--- config.mk ---
export PLATFORM = sky130hd
export DESIGN_NAME = bdd_node_insert
export DESIGN_NICKNAME = d
export VERILOG_FILES = /design/src/rtl/bdd_node_insert.sv
export SDC_FILE = /design/constraint.sdc
export NUM_CORES = 1
export LEC_CHECK = 0
export BUFFER_PORTS_ARGS = -buffer_cell sky130_fd_sc_hd__buf_2
export CAP_MARGIN = 20
export CORE_AREA = 2 2 77 153
export CTS_BUF_LIST = sky130_fd_sc_hd__clkbuf_4
export DETAILED_ROUTE_END_ITERATION = 10
export DIE_AREA = 0 0 79 155
export HOLD_SLACK_MARGIN = 0.08
export MAX_ROUTING_LAYER = met4
export PLACE_DENSITY_LB_ADDON = 0.3
export SYNTH_ARGS = -nofsm -noshare
export SYNTH_HDL_FRONTEND = slang
export SYNTH_SLANG_ARGS = --single-unit
--- constraint.sdc ---
create_clock -name clk -period 4.8 [get_ports clk]
set_input_delay 0.48 -clock clk [delete_from_list [all_inputs] [get_ports clk]]
set_output_delay 0.48 -clock clk [all_outputs]
set_load 0.02 [all_outputs]
--- src/rtl/bdd_node_insert.sv ---
// Unique-table insert engine: reduces low==high requests, scans the node SRAM
// for a duplicate via port B, and appends new nodes via port A.
module bdd_node_insert #(
  parameter int ADDR_WIDTH = 3,
  parameter int DEPTH      = 8,
  parameter int VAR_WIDTH  = 4,
  parameter int PTR_WIDTH  = 15,
  parameter int NODE_BASE  = 2,
  localparam int DATA_WIDTH = VAR_WIDTH + 2*PTR_WIDTH
) (
  input  logic                  clk,
  input  logic                  rst,
  input  logic                  clear,
  input  logic                  in_valid,
  output logic                  in_ready,
  input  logic [VAR_WIDTH-1:0]  in_var,
  input  logic [PTR_WIDTH-1:0]  in_low,
  input  logic [PTR_WIDTH-1:0]  in_high,
  output logic                  out_valid,
  input  logic                  out_ready,
  output logic [PTR_WIDTH-1:0]  out_ptr,
  output logic                  out_hit,
  output logic                  out_full,
  output logic [ADDR_WIDTH:0]   node_count,
  output logic [ADDR_WIDTH-1:0] addr_a,
  output logic [DATA_WIDTH-1:0] data_a,
  output logic                  we_a,
  output logic [ADDR_WIDTH-1:0] addr_b,
  input  logic [DATA_WIDTH-1:0] q_b
);

  typedef enum logic [2:0] {S_IDLE, S_SCAN_RD, S_SCAN_CMP, S_WRITE, S_RESP} state_t;

  localparam logic [ADDR_WIDTH-1:0] LAST = ADDR_WIDTH'(DEPTH-1);
  localparam logic [ADDR_WIDTH:0]   FULL = (ADDR_WIDTH+1)'(DEPTH);

  state_t                r_state;
  logic [DATA_WIDTH-1:0] r_node;
  logic [ADDR_WIDTH-1:0] r_idx;
  logic [ADDR_WIDTH:0]   r_node_count;
  logic                  r_out_valid, r_out_hit, r_out_full, r_we_a;
  logic [PTR_WIDTH-1:0]  r_out_ptr;
  logic [ADDR_WIDTH-1:0] r_addr_a, r_addr_b;
  logic [DATA_WIDTH-1:0] r_data_a;

  logic [DATA_WIDTH-1:0] w_in_node;
  logic [ADDR_WIDTH:0]   w_idx_next;
  logic [PTR_WIDTH-1:0]  w_idx_ptr;

  assign w_in_node  = {in_var, in_low, in_high};
  assign w_idx_next = {1'b0, r_idx} + 1'b1;
  assign w_idx_ptr  = PTR_WIDTH'(r_idx) + PTR_WIDTH'(NODE_BASE);

  // clear takes the IDLE cycle, so no request may be accepted alongside it
  assign in_ready   = (r_state == S_IDLE) && !clear;
  assign out_valid  = r_out_valid;
  assign out_ptr    = r_out_ptr;
  assign out_hit    = r_out_hit;
  assign out_full   = r_out_full;
  assign node_count = r_node_count;
  assign addr_a     = r_addr_a;
  assign data_a     = r_data_a;
  assign we_a       = r_we_a;
  assign addr_b     = r_addr_b;

  always_ff @(posedge clk or posedge rst) begin
    if (rst) begin
      r_state      <= S_IDLE;
      r_node       <= '0;
      r_idx        <= '0;
      r_node_count <= '0;
      r_out_valid  <= 1'b0;
      r_out_hit    <= 1'b0;
      r_out_full   <= 1'b0;
      r_out_ptr    <= '0;
      r_we_a       <= 1'b0;
      r_data_a     <= '0;
      r_addr_a     <= LAST;
      r_addr_b     <= LAST;
    end else begin
      case (r_state)
        S_IDLE: begin
          if (clear) begin
            r_node_count <= '0;
            r_addr_a     <= LAST;
          end else if (in_valid) begin
            r_node <= w_in_node;
            if (in_low == in_high) begin
              r_out_valid <= 1'b1;
              r_out_ptr   <= in_low;
              r_out_hit   <= 1'b1;
              r_out_full  <= 1'b0;
              r_state     <= S_RESP;
            end else if (r_node_count == '0) begin
              r_we_a   <= 1'b1;
              r_addr_a <= r_node_count[ADDR_WIDTH-1:0];
              r_data_a <= w_in_node;
              r_state  <= S_WRITE;
            end else begin
              r_idx    <= '0;
              r_addr_b <= '0;
              r_state  <= S_SCAN_RD;
            end
          end
        end
        S_SCAN_RD: r_state <= S_SCAN_CMP;
        S_SCAN_CMP: begin
          if (q_b == r_node) begin
            r_out_valid <= 1'b1;
            r_out_ptr   <= w_idx_ptr;
            r_out_hit   <= 1'b1;
            r_out_full  <= 1'b0;
            r_addr_b    <= LAST;
            r_state     <= S_RESP;
          end else if (w_idx_next < r_node_count) begin
            r_idx    <= w_idx_next[ADDR_WIDTH-1:0];
            r_addr_b <= w_idx_next[ADDR_WIDTH-1:0];
            r_state  <= S_SCAN_RD;
          end else if (r_node_count == FULL) begin
            r_out_valid <= 1'b1;
            r_out_ptr   <= '0;
            r_out_hit   <= 1'b0;
            r_out_full  <= 1'b1;
            r_addr_b    <= LAST;
            r_state     <= S_RESP;
          end else begin
            r_we_a   <= 1'b1;
            r_addr_a <= r_node_count[ADDR_WIDTH-1:0];
            r_data_a <= r_node;
            r_addr_b <= LAST;
            r_state  <= S_WRITE;
          end
        end
        S_WRITE: begin
          r_we_a <= 1'b0;
          if (r_node_count != FULL) r_node_count <= r_node_count + 1'b1;
          r_out_valid <= 1'b1;
          r_out_ptr   <= PTR_WIDTH'(r_addr_a) + PTR_WIDTH'(NODE_BASE);
          r_out_hit   <= 1'b0;
          r_out_full  <= 1'b0;
          r_state     <= S_RESP;
        end
        S_RESP: begin
          if (out_ready) begin
            r_out_valid <= 1'b0;
            r_state     <= S_IDLE;
          end
        end
        default: r_state <= S_IDLE;
      endcase
    end
  end

endmodule

# Yosys cells after proc, flatten, opt, wreduce, memory -nomap -nowiden
# Index checks and enable logic that the tools add are counted.
# totals
regBits	103
inputBits	73
out_inout_bits	64
word_cells	132
# op_classes
add_sub_neg	4
order_cmp	1
eq_ne	26
n_mux	70
bitwise_logic	1
reduce_logical	18
# op_table
operator	count
34-bit 2-to-1 mux	7
15-bit 2-to-1 mux	6
34-bit one-hot mux with 2 select lines	1
3-bit 2-to-1 mux	22
15-bit one-hot mux with 3 select lines	1
34-bit == test	1
2-bit inequality test (second input constant)	11
1-bit 2-to-1 mux	21
7-bit AND reduction	3
3-bit one-hot mux with 2 select lines	3
8-bit AND reduction	2
15-bit == test	1
3-bit one-hot mux with 5 select lines	1
3-bit inequality test (second input constant)	4
1-bit one-hot mux with 3 select lines	3
3-bit AND reduction	3
3-bit by 2-bit adder with 4-bit output (second input constant)	2
4-bit 2-to-1 mux	2
4-bit one-hot mux with 2 select lines	1
3-bit by 2-bit == test with 1-bit output (second input constant)	2
6-bit AND reduction	1
5-bit AND reduction	1
3-bit by 1-bit adder with 4-bit output (second input constant)	1
4-bit by 1-bit adder with 4-bit output (second input constant)	1
other kinds (17)	19

# Logic depth before layout (Yosys ltp)
# logic_depth
ltp_word	6
ltp_mapped	11
mapped_depth_nobuf	9

# Worst setup path after synthesis
# OpenSTA, ideal clock, no wires.
# synth_path
path_type	flip-flop to flip-flop
startpoint	reg r_idx[0]
endpoint	reg r_out_ptr[0] (netlist: out_ptr[0])
setup_ps	95
arrival_time_ps	2344
required_ps	4705
setup_slack_ps	2360
stages_incl_launch_ff	11
path_buffers	1
synth_period_minus_slack_ps	2440
cell_sequence	dfrtp_1 ha_1 ha_1 a21boi_0 o211ai_1 a21oi_1 a311o_1 nor2_1 buf_2 o21ai_0 o31ai_1
# synth_between
elab_chain_len	4
elab_cells_between_ends	7
classes_between	add/sub: 2; order compare: 1; eq/ne: 1; mux: 2; reduce/logical: 1
# synth_rtl
element	line	text
start: declaration	39	logic [ADDR_WIDTH-1:0] r_idx;
start signal: assignment	116	r_idx <= w_idx_next[ADDR_WIDTH-1:0];
3-bit by 1-bit adder with 4-bit output	51	assign w_idx_next = {1'b0, r_idx} + 1'b1;
4-bit < comparator	115	end else if (w_idx_next < r_node_count) begin
3-bit inequality test (no source line)	--	
6-bit AND reduction (no source line)	--	
end signal: assignment	90	r_out_ptr <= in_low;
end signal: assignment	110	r_out_ptr <= w_idx_ptr;
end signal: assignment	138	r_out_ptr <= PTR_WIDTH'(r_addr_a) + PTR_WIDTH'(NODE_BASE);
end: declaration	42	logic [PTR_WIDTH-1:0] r_out_ptr;
# Several ways; a longest one is shown, not always the timed one.
# A chain may end at the register's enable or synchronous reset.

# Worst setup path after layout
# layout_path
startpoint	reg r_node[30]
endpoint	reg r_data_a[29] (netlist: data_a[29])
# layout_between
elab_chain_len	3
# layout_rtl
element	line	text
start: declaration	38	logic [DATA_WIDTH-1:0] r_node;
start signal: assignment	87	r_node <= w_in_node;
34-bit == test	108	if (q_b == r_node) begin
2-bit inequality test (no source line)	--	
8-bit AND reduction (no source line)	--	
end signal: assignment	97	r_data_a <= w_in_node;
end signal: assignment	129	r_data_a <= r_node;
end: declaration	44	logic [DATA_WIDTH-1:0] r_data_a;
# Every way passes these cells.

==> PnR_summary.wiki <==
{| class="wikitable"
! Metric !! Value
|-
| Total global-route track usage || 0.227
|-
| Relative slew slack || 0.342
|-
| Count of buffers from port buffering || 136
|-
| Die Y || 155 µm
|-
| Synthesis-to-layout area growth || 17.6%
|-
| Multi-input logic area || 0.00256 mm²
|-
| Post-synth EDFFs || 0
|-
| Pin count of the biggest net entering global routing || 69
|-
| Fraction of power spent switching nets || 0.454
|-
| Most area-consuming cells after synthesis || sky130_fd_sc_hd__dfrtp_1 46%, sky130_fd_sc_hd__mux2_2 7.4%, sky130_fd_sc_hd__mux2i_1 7.2%, sky130_fd_sc_hd__xor2_1 5.9%, sky130_fd_sc_hd__o21ai_0 4.6%
|-
| Fill count || 1031
|-
| Final core utilization || 0.559
|-
| TritonRoute pass-1 iters || 5
|-
| Clock Sink Count || 103
|-
| Flop pwr share || 0.387
|-
| Clock tree from TritonCTS || done
|-
| Area fraction of the dominant cell type after synthesis || 0.458
|-
| Warnings from Yosys || 0
|-
| Die width || 79 µm
|-
| Nets || 708
|-
| Async set-or-reset flop fraction in the synthesized netlist || 1.00
|-
| Ranking of synthesized cells by instance count || 97 x sky130_fd_sc_hd__dfrtp_1, 64 x sky130_fd_sc_hd__nand2_1, 49 x sky130_fd_sc_hd__o21ai_0
|-
| Post-cts hold buffer count || 0
|-
| Cell leakage power || 0.00298 µW
|-
| Number of CTS-inserted buffers || 9
|-
| Critical path capture point type || flip-flop
|-
| Pre-CTS setup slack || approximately 1.3 ns
|-
| Cell internal pwr || ~2300 µW
|-
| Share of post-route cells with drive strength above 1 || 0.326
|-
| Clock network latency to the later pin of the worst-skew pair || 0.46 ns
|-
| Ys flop type || sky130_fd_sc_hd__dfrtp_1
|-
| Sw Pwr || 1930 µW
|-
| HPWL Detailed || 9660 µm
|-
| Post-synthesis cell count || about 500
|-
| Effective utilization at floorplan || 0.476
|-
| PD cells || 680 mW/mm²
|-
| Gp weighted congestion || 0.865
|-
| Post-layout minimum cycle time || 3.26 ns
|-
| Most frequent cell after synthesis || sky130_fd_sc_hd__dfrtp_1
|-
| Max-slew violation count || 0
|-
| Detailed router's first-iteration violation count || 249
|-
| Reg clk slew, reported paths || 0.17 ns
|-
| Final-report hold violation count || 0
|-
| Cell depth of the worst flop-to-flop path || 7
|-
| Row count || 55
|-
| Arrival time at the worst endpoint || around 3.6 ns
|-
| FMAX || 0.306 GHz
|-
| Maximum capacitance violations || 0
|-
| Sum Neg Setup Slack || 0 ns
|-
| Count of cell types in the netlist || 47
|-
| Complex-gate fraction of the synthesized area || 0.127
|-
| Path category of the worst min-delay check || input port to async pin
|-
| Crit path launch type || flip-flop
|-
| Arithmetic-cell share of the synthesized area counting full adders, half adders and majority gates || 0.0189
|-
| Data required, critical path || 5.16 ns
|-
| Post-Synthesis Net Count || 583
|-
| Average size of a mapped cell || 10.6 µm²
|-
| Count of vias placed by the detailed router || 4209
|-
| Aggregate routed wire length || 13000 µm
|-
| Min Hold Slack || 0.178 ns
|-
| Clock network power share || 0.110
|-
| Number of antenna violations at the first check in global routing || 1
|-
| Run status || completed
|-
| Final setup viols || 0
|-
| Highest ir drop seen on vdd || approximately 0.00037 V
|-
| Wire length of the first global-routing pass || 20900 µm
|-
| Post-synthesis simple-gate area fraction || 0.103
|-
| Vias in the first global route || 4062
|-
| Skew final || 0.0180 ns
|-
| Cells resized by post-CTS repair || 0
|-
| Std-Cell Core Area || ~0.011 mm²
|-
| Sequential fraction of the synthesis area || 0.488
|-
| Top-level port count || 137
|-
| Number of nets with antenna violations after routing || 0
|-
| Die Area || 0.0122 mm²
|-
| Transition time of the tightest slew-check pin || 0.984 ns
|-
| FF+latch area || 0.00258 mm²
|-
| Clock root buffer master || sky130_fd_sc_hd__clkbuf_4
|-
| Vias per inst || around 5.4
|-
| Residual DRC count || 0
|-
| Total congestion overflow || 0
|-
| Synthesized cell area || 0.00530 mm²
|-
| Per-cell routed wire length || 16.8 µm
|-
| Gate power share || 0.503
|-
| Mux share of post-synthesis cell area || 0.146
|-
| CTS HTree Levels || 3
|-
| Unrepaired setup endpoints after global routing || false
|-
| Period utilisation layout || 0.680
|-
| Synth area leader || sky130_fd_sc_hd__dfrtp_1
|-
| Count of state elements after synthesis || ~100
|-
| Number of buffers added for setup after CTS || 0
|-
| Worst Path Max Fanout || 47
|-
| Smallest setup slack after layout || between 1.5 and 2 ns
|-
| Type of the worst setup path || flip-flop to flip-flop
|-
| Main combinational cell family by area after synthesis || multiplexers
|-
| Maximum clock insertion buffer count || 2
|-
| XOR/XNOR Fraction of Synth Area || 0.0843
|}
## stage by stage
| stage | instance area, µm² | cells | total power [µW] |
|---|---|---|---|
| global route | 6230 | 775 | 4580 |
| global placement | 6080 | 758 | 3740 |
| detailed placement | 6080 | 758 | 3800 |
| CTS | 6230 | 774 | 4280 |
| finish | 6230 | 775 | 4240 |
| floorplan | 5300 | 502 | 3170 |
## logic make-up after synthesis
| group | after synthesis |
|---|---|
| xor gates and xnor gates | 51 |
| buffers and inverters | 39 |
| and+or+nand+nor | 120 |
| muxes | 73 |
| adders and majority gates | 8 |
| DFF | 103 |
| AOI/OAI and AO/OA | 108 |
## per-layer routing
| metal | wire (µm) | GRT usage | vias to the layer above |
|---|---|---|---|
| li1 | - | - | 2021 |
| met1 | 5830 | 0.319 | 2009 |
| met2 | 6020 | 0.332 | 160 |
| met3 | 893 | 0.0418 | 19 |
| met4 | 255 | 0.0788 | 0 |
| met5 | 0 | - | - |
## registers in the layout (all words and copies together) (netlist names)
register / flops
addr_b: 3
we_a: 1
data_a: 34
r_idx: 3
r_node: 34
out_ptr: 15
out_hit: 1
out_valid: 1
node_count: 4
addr_a: 3
r_state: 3
out_full: 1
## worst max-delay path, cell delays in order (launching register included)
cell,delay (ns)
sky130_fd_sc_hd__dfrtp_1,0.43
sky130_fd_sc_hd__xor2_1,0.16
sky130_fd_sc_hd__nor4_1,0.45
sky130_fd_sc_hd__nand3_1,0.22
sky130_fd_sc_hd__nor3_4,0.58
sky130_fd_sc_hd__a2bb2oi_4,0.79
sky130_fd_sc_hd__buf_4,0.37
sky130_fd_sc_hd__o21ai_0,0.12
## cell type report
| cell class | instances | area share |
|---|---|---|
| Tap cell | 142 | 0.0285 |
| Timing Repair Buffer | 140 | 0.114 |
| Clock buffer | 9 | 0.0108 |
| Antenna cell | 1 | 0.000401 |
| Clock inverter | 7 | 0.0128 |
| Inverter | 13 | 0.00823 |
| Multi-Input combinational cell | 360 | 0.410 |
| Sequential cell | 103 | 0.415 |
## power groups by stage
stage	combinational, µW	clock [µW]	sequential, µW
after global routing	2360	525	1690
after floorplan	1320	0	1860
after detailed placement	2150	0	1650
after CTS	2150	486	1640
after global placement	2090	0	1640
final	2140	466	1640
## path summary, 6_finish.rpt
kind | to | slack (ns) | from
setup / recovery | data_a[29]$_DFFE_PP0P_ | 1.54 | r_node[30]$_DFFE_PP0P_
hold / removal | r_node[2]$_DFFE_PP0P_ | 0.18 | rst
setup reg to reg | data_a[29]$_DFFE_PP0P_ | 1.54 | r_node[30]$_DFFE_PP0P_
hold reg to reg | addr_b[1]$_DFFE_PP1P_ | 0.46 | addr_b[1]$_DFFE_PP1P_
max in group asynchronous | r_node[13]$_DFFE_PP0P_ | 3.65 | rst
min in group clk | r_state[2]$_DFFE_PP0P_ | 0.20 | out_ready
## placed cells by master (no fill, tap or decap), types with 2 or more instances in the layout
master / Yosys / routed
sky130_fd_sc_hd__a21o_1: 3 / 3
sky130_fd_sc_hd__a21oi_1: 18 / 18
sky130_fd_sc_hd__a311o_1: 2 / 2
sky130_fd_sc_hd__a31oi_1: 3 / 3
sky130_fd_sc_hd__a32o_1: 2 / 2
sky130_fd_sc_hd__and2_1: 2 / 2
sky130_fd_sc_hd__and3_1: 2 / 2
sky130_fd_sc_hd__buf_2: 13 / 136
sky130_fd_sc_hd__buf_4: 3 / 4
sky130_fd_sc_hd__clkbuf_4: 0 / 9
sky130_fd_sc_hd__clkinv_4: 0 / 2
sky130_fd_sc_hd__dfrtp_1: 97 / 97
sky130_fd_sc_hd__dfstp_2: 6 / 6
sky130_fd_sc_hd__ha_1: 8 / 8
sky130_fd_sc_hd__inv_1: 13 / 12
sky130_fd_sc_hd__mux2_2: 35 / 35
sky130_fd_sc_hd__mux2i_1: 38 / 38
sky130_fd_sc_hd__nand2_1: 64 / 64
sky130_fd_sc_hd__nand2b_1: 2 / 2
sky130_fd_sc_hd__nand3_1: 7 / 7
sky130_fd_sc_hd__nand4_1: 4 / 4
sky130_fd_sc_hd__nor2_1: 21 / 21
sky130_fd_sc_hd__nor2_4: 1 / 2
sky130_fd_sc_hd__nor3_1: 2 / 2
sky130_fd_sc_hd__nor4_1: 9 / 9
sky130_fd_sc_hd__o21a_1: 2 / 2
sky130_fd_sc_hd__o21ai_0: 49 / 49
sky130_fd_sc_hd__o22ai_1: 2 / 2
sky130_fd_sc_hd__o31ai_1: 14 / 14
sky130_fd_sc_hd__o32a_1: 3 / 3
sky130_fd_sc_hd__or2_2: 2 / 2
sky130_fd_sc_hd__xnor2_1: 15 / 15
sky130_fd_sc_hd__xor2_1: 36 / 36
No activity file was read; power rests on OpenSTA's default activity.
